**src/rtl/an_encoder_24bits_clk.sv**
```systemverilog
`default_nettype none
// ============================================================================
// Module   : an_encoder_24bits_clk
// Purpose  : Clocked AN-code encoder. Computes W = A*N with a serial
//            shift-and-add multiplier (one multiplier bit per cycle) and can
//            add a single +/-2^k arithmetic error for decoder testing.
// Revision : 1.0 - initial release
// ============================================================================
module an_encoder_24bits_clk #(
   parameter int A      = 67,
   parameter int A_BITS = 7,
   parameter int N_BITS = 24,
   parameter int W_BITS = 32,
   parameter int P_BITS = 5
) (
   input  logic              clk,
   input  logic              rst_n,
   input  logic              in_valid,
   output logic              in_ready,
   input  logic [N_BITS-1:0] N,
   input  logic              err_en,
   input  logic              err_neg,
   input  logic [P_BITS-1:0] err_pos,
   output logic              out_valid,
   input  logic              out_ready,
   output logic [W_BITS-1:0] W,
   output logic              err_flag
);

   localparam int CNT_BITS = (A_BITS > 1) ? $clog2(A_BITS) : 1;

   localparam logic [A_BITS-1:0]   c_a        = A_BITS'(A);
   localparam logic [CNT_BITS-1:0] c_cnt_last = CNT_BITS'(A_BITS - 1);

   localparam logic [1:0] S_IDLE = 2'd0;
   localparam logic [1:0] S_MUL  = 2'd1;
   localparam logic [1:0] S_INJ  = 2'd2;
   localparam logic [1:0] S_HOLD = 2'd3;

   logic [1:0]          r_state;
   logic [1:0]          w_next_state;

   logic [W_BITS-1:0]   r_nreg;
   logic [W_BITS-1:0]   r_acc;
   logic [CNT_BITS-1:0] r_cnt;
   logic                r_err_en;
   logic                r_err_neg;
   logic [P_BITS-1:0]   r_err_pos;
   logic [W_BITS-1:0]   r_w;
   logic                r_err_flag;
   logic                r_out_valid;

   logic                w_accept;
   logic                w_mul_step;
   logic                w_inj;
   logic                w_release;
   logic [W_BITS-1:0]   w_partial;
   logic [W_BITS-1:0]   w_err_mag;
   logic [W_BITS-1:0]   w_err_term;

   // State register
   always_ff @(posedge clk or negedge rst_n) begin
      if (!rst_n) begin
         r_state <= S_IDLE;
      end else begin
         r_state <= w_next_state;
      end
   end

   // Next-state logic: MUL runs exactly A_BITS steps, HOLD waits for out_ready
   always_comb begin
      w_next_state = r_state;
      case (r_state)
         S_IDLE:  if (in_valid)             w_next_state = S_MUL;
         S_MUL:   if (r_cnt == c_cnt_last)  w_next_state = S_INJ;
         S_INJ:                             w_next_state = S_HOLD;
         S_HOLD:  if (out_ready)            w_next_state = S_IDLE;
         default:                           w_next_state = S_IDLE;
      endcase
   end

   // Output/control decode from the current state only
   always_comb begin
      in_ready   = (r_state == S_IDLE);
      w_accept   = (r_state == S_IDLE) && in_valid;
      w_mul_step = (r_state == S_MUL);
      w_inj      = (r_state == S_INJ);
      w_release  = (r_state == S_HOLD) && out_ready;
   end

   // Partial product for the current multiplier bit and the signed error term
   always_comb begin
      w_partial  = c_a[r_cnt] ? (r_nreg << r_cnt) : '0;
      w_err_mag  = {{(W_BITS-1){1'b0}}, 1'b1} << r_err_pos;
      w_err_term = '0;
      if (r_err_en) begin
         w_err_term = r_err_neg ? (~w_err_mag + 1'b1) : w_err_mag;
      end
   end

   // Datapath: capture at accept, accumulate in MUL, inject and publish in INJ
   always_ff @(posedge clk or negedge rst_n) begin
      if (!rst_n) begin
         r_nreg      <= '0;
         r_acc       <= '0;
         r_cnt       <= '0;
         r_err_en    <= 1'b0;
         r_err_neg   <= 1'b0;
         r_err_pos   <= '0;
         r_w         <= '0;
         r_err_flag  <= 1'b0;
         r_out_valid <= 1'b0;
      end else begin
         if (w_accept) begin
            r_nreg    <= W_BITS'(N);
            r_err_en  <= err_en;
            r_err_neg <= err_neg;
            r_err_pos <= err_pos;
            r_acc     <= '0;
            r_cnt     <= '0;
         end
         if (w_mul_step) begin
            r_acc <= r_acc + w_partial;
            r_cnt <= r_cnt + 1'b1;
         end
         if (w_inj) begin
            r_w         <= r_acc + w_err_term;
            r_err_flag  <= r_err_en;
            r_out_valid <= 1'b1;
         end
         if (w_release) begin
            r_out_valid <= 1'b0;
         end
      end
   end

   assign W         = r_w;
   assign err_flag  = r_err_flag;
   assign out_valid = r_out_valid;

endmodule
`default_nettype wire

```
**config.mk**
```make
export PLATFORM = sky130hd
export DESIGN_NAME = an_encoder_24bits_clk
export DESIGN_NICKNAME = d
export VERILOG_FILES = /design/src/rtl/an_encoder_24bits_clk.sv
export SDC_FILE = /design/constraint.sdc
export NUM_CORES = 1
export LEC_CHECK = 0
export CAP_MARGIN = 25
export CORE_MARGIN = 2
export CORE_UTILIZATION = 45
export DETAILED_ROUTE_END_ITERATION = 12
export HOLD_SLACK_MARGIN = 0.1
export PLACE_DENSITY = 0.74
export SLEW_MARGIN = 20
export SYNTH_ARGS = -nofsm -noshare
export SYNTH_HDL_FRONTEND = slang
export SYNTH_SLANG_ARGS = --single-unit
export TNS_END_PERCENT = 5
```
**constraint.sdc**
```tcl
create_clock -name clk -period 13.4 [get_ports clk]
set_input_delay 2.68 -clock clk [delete_from_list [all_inputs] [get_ports clk]]
set_output_delay 2.68 -clock clk [all_outputs]
set_load 0.005 [all_outputs]
```
# After elaboration in Yosys (flattened, before gate mapping)
# Memory sizes are Yosys's and may differ from the RTL's.
# Cells that the tools add are included.
[op_classes]
add_sub_neg = 4
magnitude_cmp = 1
n_bitwise = 1
n_eq_ne = 7
mux = 14
n_shift = 2
reduce_logical = 6
[op_table]
columns = ["op", "n"]
rows = [
  ["$mux W32", 5],
  ["$add A32 B32 Y32", 2],
  ["$add A32 B1 Y32 const B", 1],
  ["$not A32 Y32", 1],
  ["$shl A1 B5 Y32 const A", 1],
  ["$shl A24 B3 Y32", 1],
  ["$pmux W2 S4", 1],
  ["$mux W2", 3],
  ["$mux W3", 2],
  ["$eq A2 B2 Y1 const B", 2],
  ["$lt A3 B4 Y1 const B", 1],
  ["$ne A2 B2 Y1 const B", 2],
  ["$reduce_bool A2 Y1", 2],
  ["$add A3 B1 Y3 const B", 1],
  ["$eq A3 B3 Y1 const B", 1],
  ["$mux W1", 3],
  ["$reduce_and A3 Y1", 1],
  ["$eq A2 B1 Y1 const B", 1],
  ["$logic_and A1 B1 Y1", 2],
  ["$logic_not A2 Y1", 1],
  ["$ne A2 B1 Y1 const B", 1],
]
[word_totals]
mem_bits_ro = 8
out_inout_bits = 35
wordCells = 46
in_bits = 35
ff_bits = 102
n_memories = 1
[mem_list]
columns = ["name", "words", "width", "rd", "rd_ports_with_merged_regs", "wr", "line", "rtl"]
rows = [
  ["(name not given)", 8, 1, 1, 0, 0, "93", "w_partial = c_a[r_cnt] ? (r_nreg << r_cnt) : '0;"],
]

# Longest topological paths before layout
[depth]
ltp_word = 6
ltp_mapped = 21
mapped_depth_nobuf = 18

# Worst setup path after synthesis
# Ideal clock, no wire load.
[synth_path]
kind = "register to register"
from = "register r_err_pos[1]"
to = "register r_w[23], in the netlist W[23]"
path_buffers = 3
required_time_ps = 13275
slack_ps = 9143
period_less_slack_ps = 4257
setup_ps = 125
arrival_ps = 4132
path_stages_with_launch = 21
path_cell_list = "dfrtp_1 > or2_2 > clkbuf_1 > nor3_1 > nand2_1 > ha_1 > clkbuf_1 > inv_1 > nand2_1 > a32o_1 > a21oi_1 > nor2_1 > ha_1 > clkbuf_1 > a21oi_1 > or4b_1 > a31oi_1 > o21ai_2 > a41oi_4 > xnor2_1 > mux2_4"
[synth_between]
elab_chain_cells = 6
[synth_lines]
columns = ["item", "line", "rtl"]
rows = [
  ["from (decl)", "48", "logic [P_BITS-1:0] r_err_pos;"],
  ["from (signal assigned)", "118", "r_err_pos <= err_pos;"],
  ["$shl A1 B5 Y32 *", "94", "w_err_mag = {{(W_BITS-1){1'b0}}, 1'b1} << r_err_pos;"],
  ["$not A32 Y32", "97", "w_err_term = r_err_neg ? (~w_err_mag + 1'b1) : w_err_mag;"],
  ["$add A32 B1 Y32", "97", ""],
  ["$mux W32 *", "97", ""],
  ["$mux W32 *", "96", "if (r_err_en) begin"],
  ["$add A32 B32 Y32 *", "127", "r_w <= r_acc + w_err_term;"],
  ["to (signal assigned)", "127", ""],
  ["to (decl)", "49", "logic [W_BITS-1:0] r_w;"],
]
# Mark *: on every way between the ends. The rest lies on a longest branch, timed or not.
# A chain may end at the register's enable or synchronous reset.

# Worst setup path in the final report
[layout_path]
from = "register r_err_pos[2]"
to = "register r_w[23], in the netlist W[23]"
# Same word-level chain as after synthesis.

==> key figures <==
STA
  • Slew margin rel.: 33.86%
  • WHS: 0.4989 ns
  • Final Skew: 0.008605 ns
  • Final Hold Vio Count: 0
  • F_max: 0.1970 GHz
  • Setup TNS: 0 ns
  • Worst-margin pin slew: 0.9921 ns
  • RSZ-0062 raised after global routing: false
  • Setup-failing EPs final: 0
  • Fin crit share: 37.88%
  • Clock period minus worst slack: 5.075 ns
  • Final max-slew violation count: 0

Clock tree
  • Clk Latency, worst-skew pair: 0.36 ns
  • H-tree depth: 3
  • Number of buffers created by CTS: 9
  • Root buffer cell: clkbuf_16
  • CTS max path bufs: 2
  • Post-CTS sizing: 0
  • TritonCTS clock tree: done
  • CTS sink cnt: 102
  • Cts hold-fix bufs: 0
  • Clk slew on worst S/H paths: 0.08 ns
  • Post-CTS setup buffer count: 0

Synthesis
  • Syn_area_per_cell: 8.632 um^2
  • Async SR Flop Fraction: 100.0%
  • Top FF cell, synth: dfrtp_1
  • Area contributors post-synth: dfrtp_1, ha_1, mux2_2
  • Top cell type's share of synthesized area: 30.58%
  • Sequential cell area fraction in the yosys report: 30.58%
  • Most common cell in the netlist: dfrtp_1
  • Post-Syn Instances: 967
  • Synthesized area: 8347 um^2
  • Flops & latches, synth: 102
  • Mapped Nets: 1073
  • Synth Warn #: 0
  • Leading area contributor after synthesis: dfrtp_1
  • Post-synth EDFFs: 0
  • Top cells by count, synth: dfrtp_1, nand2_1, o21ai_0, a21oi_1, nor2_1
  • Synth cell types: 66

Global routing
  • Vias in the first global route: 6767
  • All-layer global routing usage: 21.08%
  • Initial antenna violation count: 0
  • First-pass GRT wire length: 33960 um
  • GRT overflow: 0
  • Largest net degree at the start of global routing: 64

Drt
  • Initial DRC count: 558
  • Vias: 7351
  • Detailed-route DRC error count: 0
  • Wire per inst: 16.83 um
  • DR vias/cell: 5.957
  • WL final: 20770 um
  • Antenna-violating nets left: 0
  • First-pass detailed-route iteration total: 5

Finish
  • Post-Layout Cell Count: 1234
  • Antenna diodes: 0
  • # fillers: 1699
  • Final net count: 1106
  • Area added between synthesis and finish: 14.06%
  • Fin area: 9520 um^2
  • Layout cells sized above 1: 9.453%

Setup path
  • Setup Crit Path Kind: reg2reg
  • Req. time, crit path: 13.65 ns
  • Crit Path Max Fanout: 23
  • Crit path arrival time: 5.32 ns
  • CP max stage delay: 0.64 ns
  • Critical path, cell by cell: or2_2 -> nor3_1 -> nand2_1 -> ha_1 -> inv_1 -> nand2_1 -> a32o_1 -> a21oi_1 -> nor2_1 -> ha_1 -> a21oi_1 -> or4b_1 -> a31oi_1 -> o21ai_2 -> a41oi_4 -> xnor2_1 -> mux2_4
  • Worst setup EP type: register
  • CP startpoint kind: register
  • Critical path's slowest cell: dfrtp_1

Floorplanning
  • Initial Util: 46.15%
  • Area of the core: 18090 um^2
  • Die width: 140.2 um
  • Die area: 19650 um^2
  • Chip height: 140.2 um
  • Row count: 49
  • Ports: 70

Power
  • Sequential cell fraction of total power: 24.1%
  • Int Pwr: 0.001408 W
  • Switching Power: 0.001262 W
  • Power per Cell Area: 280.5 nW/um^2
  • Net Sw Frac: 47.27%
  • Clk pwr share: 11.3%
  • Leak pwr: 4.192 nW
  • VDD IR max: 0.1115 mV
  • Power share of the combinational group: 64.7%

Placed design
  • Placed Area: 9161 um^2
  • Final GP Congestion: 0.9617
  • Dpl cells: 1217
  • Post-DP HPWL: 15660 um
  • # port buffers: 69

Outcome
  • Status: complete, no violations

Run
  • Max-Cap Viols: 0

Min path
  • Min-Delay Path Class: reg2reg
-- sequential cells by signal, summed over array words and instances (netlist names) --
name,flops
r_err_pos,5
r_nreg,24
r_acc,32
r_err_en,1
out_valid,1
r_state,2
err_flag,1
r_cnt,3
W,32
r_err_neg,1
-- metal layers --
metal  track usage (%)  part of all wire (%)  vias to the layer above
li1                  -                     -                     3628
met1             30.30                    49                     3453
met4             6.539                   1.7                        0
met2             33.64                    45                      241
met3             2.085                   4.3                       29
met5                 0                     0                        -
-- worst max-delay path, delay by kind of cell, from the launching register on --
family | cells | cell delay (ns)
AND/OR/NAND/NOR | 6 | 1.63
AO/OA/AOI/OAI | 6 | 1.39
adder cells (fa/ha/maj) | 2 | 0.75
flip-flops | 1 | 0.64
multiplexers | 1 | 0.26
buffers and inverters | 1 | 0.18
XOR/XNOR | 1 | 0.11
-- placed cells by master (no fill, tap or decap), drive strengths merged, types with 13 or more instances in the layout --
cell / synthesis / final
mux2: 56 / 56
o21ai: 83 / 83
ha: 69 / 69
mux2i: 24 / 24
a21oi: 72 / 72
o22ai: 20 / 20
nor2b: 13 / 13
inv: 27 / 29
nand2: 88 / 88
dfrtp: 102 / 102
xor2: 23 / 23
xnor2: 29 / 29
nor2: 70 / 70
nand3: 26 / 26
nor3: 22 / 22
a21o: 25 / 25
clkdlybuf4s50: 0 / 68
a211oi: 15 / 15
a31oi: 17 / 17
-- area by class of cell --
cell class	count	area (um^2)	area share [%]
sequential	102	2552	26.81
multi-input combinational	783	5488	57.64
clock buffer	10	239.0	2.510
clock inverter	6	92.59	0.9725
tap	229	286.5	3.010
timing repair buffer	75	753.2	7.912
inverter	29	108.9	1.143
-- power by group through the flow --
stage          registers [W]  logic [W]  clock network, W
2_1_floorplan       0.000550    0.00135                 0
3_3_place_gp        0.000642    0.00168                 0
3_5_place_dp        0.000644    0.00170                 0
4_1_cts             0.000638    0.00171          0.000307
5_1_grt             0.000665    0.00191          0.000319
6_report            0.000642    0.00173          0.000301
-- per-stage QoR --
step,worst slack (ns),utilization (%),power [W]
2_1_floorplan,9.143,-,0.001902
3_3_place_gp,8.563,50.65,0.002321
3_5_place_dp,8.428,50.65,0.002344
4_1_cts,8.401,52.49,0.002656
5_1_grt,7.923,52.64,0.002897
6_report,8.325,52.64,0.002670
-- final timing paths --
kind                       cells after the start  slack, ns    endpoint    startpoint
max in group asynchronous                      2       9.96       W[11]         rst_n
hold / removal                                 1       0.50        W[4]          W[4]
hold reg to reg                                1       0.50        W[4]          W[4]
setup / recovery                              17       8.32       W[23]  r_err_pos[2]
setup reg to reg                              17       8.32       W[23]  r_err_pos[2]
min in group asynchronous                      1       2.28  r_nreg[22]         rst_n
-- kinds of logic after synthesis --
| family | synth area share, % |
|---|---|
| xor+xnor | 5.456 |
| flops | 30.58 |
| compound gates | 22.83 |
| simple gates | 16.13 |
| buf+inv | 3.703 |
| mux | 10.48 |
| fa+ha+maj | 10.82 |
No activity file was read; power rests on OpenSTA's default activity.
